$ cat src/rtl/dffram_port_arbiter.sv
// DFFRAM port arbiter: shares one single-port DFFRAM between a CPU port and a
// read-only housekeeping (HK) port. The CPU normally wins. A pending HK request
// is granted once the CPU goes idle, or after it has lost STARVE_MAX times in a row.
module dffram_port_arbiter #(
    parameter int STARVE_MAX = 4
) (
    input  logic        core_clk,
    input  logic        core_rstn,
    // CPU port
    input  logic        cpu_req,
    input  logic [3:0]  cpu_we,
    input  logic [7:0]  cpu_addr,
    input  logic [31:0] cpu_wdata,
    output logic        cpu_gnt,
    output logic        cpu_rvalid,
    output logic [31:0] cpu_rdata,
    // Housekeeping port
    input  logic        hk_req,
    input  logic [7:0]  hk_addr,
    output logic        hk_ack,
    output logic [31:0] hk_rdata,
    // DFFRAM port
    output logic        ram_en,
    output logic [3:0]  ram_we,
    output logic [7:0]  ram_a,
    output logic [31:0] ram_di,
    input  logic [31:0] ram_do
);

    localparam int WCW = (STARVE_MAX < 1) ? 1 : $clog2(STARVE_MAX + 1);
    localparam logic [WCW-1:0] WC_MAX = WCW'(STARVE_MAX);

    typedef enum logic [1:0] {
        HK_IDLE = 2'd0,
        HK_PEND = 2'd1,
        HK_RD   = 2'd2,
        HK_ACK  = 2'd3
    } hk_state_t;

    hk_state_t       r_state;
    hk_state_t       w_state_nxt;
    logic [WCW-1:0]  r_wait_cnt;
    logic [WCW-1:0]  w_wait_nxt;
    logic [7:0]      r_hk_addr;
    logic [7:0]      w_hk_addr_nxt;
    logic            r_hk_ack;
    logic            w_hk_ack_nxt;
    logic [31:0]     r_hk_rdata;
    logic [31:0]     w_hk_rdata_nxt;
    logic            r_cpu_rvalid;
    logic            w_hk_gnt;
    logic            w_cpu_gnt;

    // Port ownership: HK wins in PEND when the CPU is idle or has starved HK long
    // enough; otherwise the CPU gets the port whenever it asks. Nothing is granted
    // while reset is held, so the RAM stays disabled.
    always_comb begin
        w_hk_gnt  = 1'b0;
        w_cpu_gnt = 1'b0;
        if (!core_rstn) begin
            w_hk_gnt  = 1'b0;
            w_cpu_gnt = 1'b0;
        end else if ((r_state == HK_PEND) && (!cpu_req || (r_wait_cnt == WC_MAX))) begin
            w_hk_gnt  = 1'b1;
            w_cpu_gnt = 1'b0;
        end else begin
            w_hk_gnt  = 1'b0;
            w_cpu_gnt = cpu_req;
        end
    end

    // HK FSM next-state: latch the address on request, count CPU wins while
    // pending (saturating), capture RAM data one cycle after the grant.
    always_comb begin
        w_state_nxt    = r_state;
        w_wait_nxt     = r_wait_cnt;
        w_hk_addr_nxt  = r_hk_addr;
        w_hk_ack_nxt   = 1'b0;
        w_hk_rdata_nxt = r_hk_rdata;
        case (r_state)
            HK_IDLE: begin
                w_wait_nxt = {WCW{1'b0}};
                if (hk_req) begin
                    w_hk_addr_nxt = hk_addr;
                    w_state_nxt   = HK_PEND;
                end else begin
                    w_state_nxt   = HK_IDLE;
                end
            end
            HK_PEND: begin
                if (w_hk_gnt) begin
                    w_state_nxt = HK_RD;
                end else if (r_wait_cnt != WC_MAX) begin
                    w_wait_nxt  = r_wait_cnt + WCW'(1);
                end else begin
                    w_wait_nxt  = r_wait_cnt;
                end
            end
            HK_RD: begin
                w_hk_rdata_nxt = ram_do;
                w_hk_ack_nxt   = 1'b1;
                w_state_nxt    = HK_ACK;
            end
            HK_ACK: begin
                w_state_nxt = HK_IDLE;
            end
            default: begin
                w_state_nxt = HK_IDLE;
            end
        endcase
    end

    // State and output registers; reset discards any in-flight transaction.
    always_ff @(posedge core_clk or negedge core_rstn) begin
        if (!core_rstn) begin
            r_state      <= HK_IDLE;
            r_wait_cnt   <= {WCW{1'b0}};
            r_hk_addr    <= 8'h00;
            r_hk_ack     <= 1'b0;
            r_hk_rdata   <= 32'h0000_0000;
            r_cpu_rvalid <= 1'b0;
        end else begin
            r_state      <= w_state_nxt;
            r_wait_cnt   <= w_wait_nxt;
            r_hk_addr    <= w_hk_addr_nxt;
            r_hk_ack     <= w_hk_ack_nxt;
            r_hk_rdata   <= w_hk_rdata_nxt;
            r_cpu_rvalid <= w_cpu_gnt && (cpu_we == 4'h0);
        end
    end

    // RAM port mux: CPU address/data by default, latched HK address on HK grant.
    assign ram_en     = w_cpu_gnt | w_hk_gnt;
    assign ram_we     = w_cpu_gnt ? cpu_we : 4'h0;
    assign ram_a      = w_hk_gnt ? r_hk_addr : cpu_addr;
    assign ram_di     = cpu_wdata;

    assign cpu_gnt    = w_cpu_gnt;
    assign cpu_rvalid = r_cpu_rvalid;
    assign cpu_rdata  = ram_do;
    assign hk_ack     = r_hk_ack;
    assign hk_rdata   = r_hk_rdata;

endmodule

$ cat config.mk
export PLATFORM = sky130hd
export DESIGN_NAME = dffram_port_arbiter
export DESIGN_NICKNAME = d
export VERILOG_FILES = /design/src/rtl/dffram_port_arbiter.sv
export SDC_FILE = /design/constraint.sdc
export NUM_CORES = 1
export LEC_CHECK = 0
export ABC_CLOCK_PERIOD_IN_PS = 3700
export CELL_PAD_IN_SITES_DETAIL_PLACEMENT = 1
export CELL_PAD_IN_SITES_GLOBAL_PLACEMENT = 2
export CORE_ASPECT_RATIO = 0.5
export CORE_MARGIN = 1.5
export CORE_UTILIZATION = 20
export DETAILED_ROUTE_END_ITERATION = 12
export PLACE_DENSITY_LB_ADDON = 0.3
export SLEW_MARGIN = 5
export SYNTH_ARGS = -nofsm -noshare
export SYNTH_HDL_FRONTEND = slang
export SYNTH_SLANG_ARGS = --single-unit
$ cat constraint.sdc
create_clock -name core_clk -period 3.7 [get_ports core_clk]
set_input_delay 0.37 -clock core_clk [delete_from_list [all_inputs] [get_ports core_clk]]
set_output_delay 0.37 -clock core_clk [all_outputs]
set_load 0.05 [all_outputs]
Yosys cells after proc, flatten, opt, wreduce, memory -nomap -nowiden
Cells that the tools add are included.
- flip-flop bits (word level): 47
- bits of input ports: 88
- output and inout port bits: 112
- word-level logic and storage cells: 38
- add/sub/neg operators: 1
- equal/unequal tests: 8
- mux-type cells: 13
- bitwise gates (word level): 1
- reduce and logical (&&, ||, !) cells: 9
- operators by type and width (operator ; count):
    8-bit 2-to-1 mux ; 1
    2-bit one-hot mux with 4 select lines ; 1
    1-bit 2-to-1 mux ; 6
    3-bit 2-to-1 mux ; 2
    3-bit one-hot mux with 2 select lines ; 1
    2-bit equality test, second input constant ; 2
    4-bit zero test ; 1
    4-bit 2-to-1 mux ; 1
    2-bit != test, second input constant ; 2
    3-bit by 1-bit adder with 3-bit output, second input constant ; 1
    3-bit equality test, second input constant ; 1
    3-bit != test, second input constant ; 1
    3-bit AND reduction ; 1
    2-bit by 1-bit equality test with 1-bit output, second input constant ; 1
    1-bit logical AND ; 2
    2-bit zero test ; 1
    2-bit 2-to-1 mux ; 1
    2-bit by 1-bit != test with 1-bit output, second input constant ; 1
    2-bit AND reduction ; 1
    2-bit nonzero test ; 1
    1-bit zero test ; 1
    1-bit logical OR ; 1
    1-bit OR ; 1

Logic depth before layout (Yosys ltp)
- depth in word-level cells: 7
- mapped depth: 6
- depth with buffers taken out: 5

Least setup slack after synthesis
Ideal clock, no wire load.
- kind: register to output
- start: reg r_wait_cnt[0]
- end: out ram_we[0]
- arrival: 2.154 ns
- data required time: 3.330 ns
- setup slack: 1.176 ns
- cell stages (with the launch flop): 5
- path buffers: 0
- cells stage by stage: dfrtp_1 > inv_1 > ha_1 > a31oi_1 > and2_1
- cells in the longest elaborated chain, start to end: 6
- ends and longest elaborated chain (item ; line ; source):
    start: declaration ; 42 ; logic [WCW-1:0] r_wait_cnt;
    start signal: assignment ; 117 ; r_wait_cnt <= {WCW{1'b0}};
    start signal: assignment ; 124 ; r_wait_cnt <= w_wait_nxt;
    3-bit equality test ; 63 ; end else if ((r_state == HK_PEND) && (!cpu_req || (r_wait_cnt == WC_MAX))) begin
    1-bit logical OR ; 63 ;
    1-bit logical AND ; 63 ;
    1-bit 2-to-1 mux ; 63 ;
    1-bit 2-to-1 mux ; 60 ; if (!core_rstn) begin
    net cpu_gnt ; 14 ; output logic cpu_gnt,
    4-bit 2-to-1 mux ; 134 ; assign ram_we = w_cpu_gnt ? cpu_we : 4'h0;
    end: declaration ; 24 ; output logic [3:0] ram_we,
The timed path passes the listed nets, and every way through them passes these cells.

Final worst setup path
- start: reg r_state[1]
- end: out ram_a[4]
- cells in the longest elaborated chain, start to end: 5
- ends and longest elaborated chain (item ; line ; source):
    start: declaration ; 40 ; hk_state_t r_state;
    start signal: assignment ; 123 ; r_state <= w_state_nxt;
    2-bit by 1-bit equality test with 1-bit output ; 63 ;
    1-bit logical AND ; 63 ;
    1-bit 2-to-1 mux ; 63 ;
    1-bit 2-to-1 mux ; 60 ;
    8-bit 2-to-1 mux ; 135 ; assign ram_a = w_hk_gnt ? r_hk_addr : cpu_addr;
    end: declaration ; 25 ; output logic [7:0] ram_a,
Every way passes these cells.

==> metrics list <==
- The most used flip-flop cell after synthesis is sky130_fd_sc_hd__dfrtp_1.
- Sum of routed wire length over all layers: 6.74 mm
- # port buffers: 135
* Overall Global Routing Usage: 0.103
* Number of library cell types mapped by synthesis: 22
- Number of H-tree branching levels: 2
- Setup violations remaining at the end of the flow were counted as 0.
- Entering global routing, the biggest net connects 37 pins.
* Element type at the critical path end: output port
- Cell Area, Synth: 2520 sq um
- Critical path arrival: 2.79 ns
- The final layout contains 376 nets.
* Number of antenna violations at the first check in global routing: 0
- TritonCTS built the clock tree.
* Status: finished, final reports clean
* Minimum period implied by the final worst setup slack: 3.16 ns
- In the final routed layout, each cell accounts on average for 15.0 microns.
* Final count of hold timing violations: 0
- Leakage: 1.49 nW
- Gp weighted congestion: 0.682
* Largest fanout on the critical path: 13
* Synthesized flop and latch total: 47
- Drt first-iter violations: 26
- Number of buffers inserted during clock tree synthesis: 5
- Core ar.: 12100 sq um
- CP Data Required Time: 3.33 ns
* Share of Yosys cell area claimed by the top area cell type: 0.466
- Wire length of the first global-routing pass: 10.6 mm
- Hold is met by 0.00736 ns.
* Total DRC errors in the routed layout: 0
- Max-slew violation count: 0
- Number of standard-cell rows in the floorplan: 28
- Relative to the synthesized area, the layout overhead comes to 49.0%.
- Synthesis handed over a netlist of 208 instances.
- The detail route stage leaves a number of antenna-violating nets equal to 0.
* Period utilisation layout: 0.855
* Top cells by instance count after synthesis: sky130_fd_sc_hd__buf_4 (64), sky130_fd_sc_hd__mux2_2 (50), sky130_fd_sc_hd__dfrtp_1 (47)
* Die boundary width: 162 microns
- The critical path in this run is classified as reg2out.
* Relative max-transition margin: 0.640
- The first detailed-routing pass ran for 4 iterations.
- Die Span Y: 82.4 microns
- Between clock sinks in the finished design, the worst skew comes to 0.00365 ns.
* Longest Clk Path Bufs: 2
* Die ar.: 13300 sq um
* Count of flip-flops with a built-in enable after synthesis: 0
- Crit start category: register
- Worst skew pair latency: 0.29 ns
- For flop-to-flop paths, the worst setup slack is 1.81 ns.
* VDD IR max: 0.250 mV
* Syn nets: 301
* PwrDens: 894 nW/um^2
- Mean number of vias per cell: 3.91
* RSZ-0062 raised after global routing: no
- HPWL after detailed placement: 5.33 mm
- Of all cell types, the one taking the most synthesized area is sky130_fd_sc_hd__dfrtp_1.
- Setup repair bufs after CTS: 0
- Of the synthesized area, sequential elements account for 0.466.
- CTS placed an instance of sky130_fd_sc_hd__clkbuf_16 at the clock tree root.
- Post-cts repair resize count: 0
- Path category of the worst min-delay check: in2async
- A synthesized cell averages 12.1 sq um.
* Vias in the first global route: 2035
- Total number of vias: 1754
* Initial core utilization: 0.209
- Static timing analysis puts the maximum clock frequency at 316 MHz.
- Diode insertion count for antenna repair: 0
- The clock net in this run drives a total of 47 sinks.
- Max-capacitance violation count: 0
- Yosys printed 0 warnings.
- Number of buffers added to fix hold violations after cts: 0
- Summed over all failing endpoints, the final setup total negative slack is 0 ns.
* Clock transition at the registers of the reported paths: 0.07 ns
* Slew at the pin with the worst max-slew slack: 0.539 ns
* Area contributors post-synth: sky130_fd_sc_hd__dfrtp_1 (47%), sky130_fd_sc_hd__mux2_2 (22%), sky130_fd_sc_hd__buf_4 (19%)
- Post-synthesis async set-or-reset flop share: 1.00
* Fraction of layout instances using a drive strength above 1: 0.225
* Global route overflow: 0
* Most common cell in the netlist: sky130_fd_sc_hd__buf_4
- Top-Level Pins: 200
## registers in the layout (all words and copies together) (netlist names)
| signal | count |
|---|---|
| cpu_rvalid | 1 |
| r_wait_cnt | 3 |
| r_state | 2 |
| r_hk_addr | 8 |
| hk_ack | 1 |
| hk_rdata | 32 |
## final cells by class
type                       instances  area [sq um]
clock buffer                       6           139
clock inverter                     2          35.0
fill                            1323          8290
inverter                           5          18.8
multi-input combinational         87           823
sequential                        47          1180
tap                              165           206
timing repair buffer             137          1360
## cell families (layout without fill, tap and decap cells)
family	count (synthesis)	count (layout)	share of synthesized area
buffers and inverters	74	150	0.208
multiplexers	50	50	0.223
flip-flops	47	47	0.466
AND/OR/NAND/NOR	23	23	0.0511
AO/OA/AOI/OAI	9	9	0.0273
adder cells (fa/ha/maj)	5	5	0.0248
## power by group
| group | switching, W | internal [W] |
|---|---|---|
| logic | 0.00116 | 0.000761 |
| clock network | 0.000199 | 0.000336 |
| registers | 0.000134 | 0.000771 |
## path summary, 6_finish.rpt
check | startpoint | endpoint | cells after the start
hold reg to reg | hk_rdata[0] | hk_rdata[0] | 1
hold / removal | core_rstn | r_wait_cnt[2] | 1
max in group asynchronous | core_rstn | hk_rdata[26] | 2
setup reg to reg | r_state[0] | hk_rdata[3] | 4
min in group core_clk | hk_rdata[0] | hk_rdata[0] | 1
setup / recovery | r_state[1] | ram_a[4] | 6
## cells in the final DEF (no fill, tap or decap)
| cell type | instances |
|---|---|
| sky130_fd_sc_hd__clkdlybuf4s50_1 | 134 |
| sky130_fd_sc_hd__mux2_2 | 50 |
| sky130_fd_sc_hd__dfrtp_1 | 47 |
| sky130_fd_sc_hd__nand2_1 | 6 |
| sky130_fd_sc_hd__and2_1 | 5 |
| sky130_fd_sc_hd__inv_1 | 5 |
| sky130_fd_sc_hd__ha_1 | 5 |
| sky130_fd_sc_hd__clkbuf_16 | 5 |
| sky130_fd_sc_hd__a31oi_1 | 3 |
| sky130_fd_sc_hd__nor2b_1 | 3 |
| sky130_fd_sc_hd__nand2b_1 | 2 |
| sky130_fd_sc_hd__a21oi_1 | 2 |
| sky130_fd_sc_hd__nor3_1 | 2 |
| sky130_fd_sc_hd__buf_4 | 2 |
| sky130_fd_sc_hd__nand2_2 | 1 |
| sky130_fd_sc_hd__a21oi_4 | 1 |
| sky130_fd_sc_hd__nor4_1 | 1 |
| sky130_fd_sc_hd__or2_2 | 1 |
| sky130_fd_sc_hd__nand4_1 | 1 |
| sky130_fd_sc_hd__o221ai_1 | 1 |
| sky130_fd_sc_hd__o21ai_0 | 1 |
| sky130_fd_sc_hd__a311o_1 | 1 |
| sky130_fd_sc_hd__nor4b_1 | 1 |
| sky130_fd_sc_hd__bufinv_16 | 1 |
| sky130_fd_sc_hd__clkbuf_8 | 1 |
| sky130_fd_sc_hd__clkinv_2 | 1 |
| sky130_fd_sc_hd__buf_2 | 1 |
## critical path, cell delays in order (launching register included)
cell,delay [ns]
sky130_fd_sc_hd__dfrtp_1,0.40
sky130_fd_sc_hd__inv_1,0.09
sky130_fd_sc_hd__ha_1,0.41
sky130_fd_sc_hd__nand2_1,0.16
sky130_fd_sc_hd__a21oi_4,0.35
sky130_fd_sc_hd__mux2_2,0.39
sky130_fd_sc_hd__clkdlybuf4s50_1,0.70
## per-stage QoR
step / util / cells / total power, W / cell area, sq um / setup WS (ns)
after global placement: 0.298 / 441 / 0.00282 / 3590 / 0.902
final: 0.312 / 449 / 0.00336 / 3760 / 0.535
after global routing: 0.312 / 449 / 0.00354 / 3760 / 0.365
after floorplan: - / 208 / 0.00232 / 2520 / 1.18
after detailed placement: 0.298 / 441 / 0.00287 / 3590 / 0.828
after CTS: 0.312 / 449 / 0.00343 / 3760 / 0.502
## routing by layer
layer  part of all wire  GRT usage
met1               0.36      0.102
met2               0.55      0.205
met3              0.052     0.0255
met4              0.038     0.0587
met5                  0          0
Power figures use the tool's default switching activity.
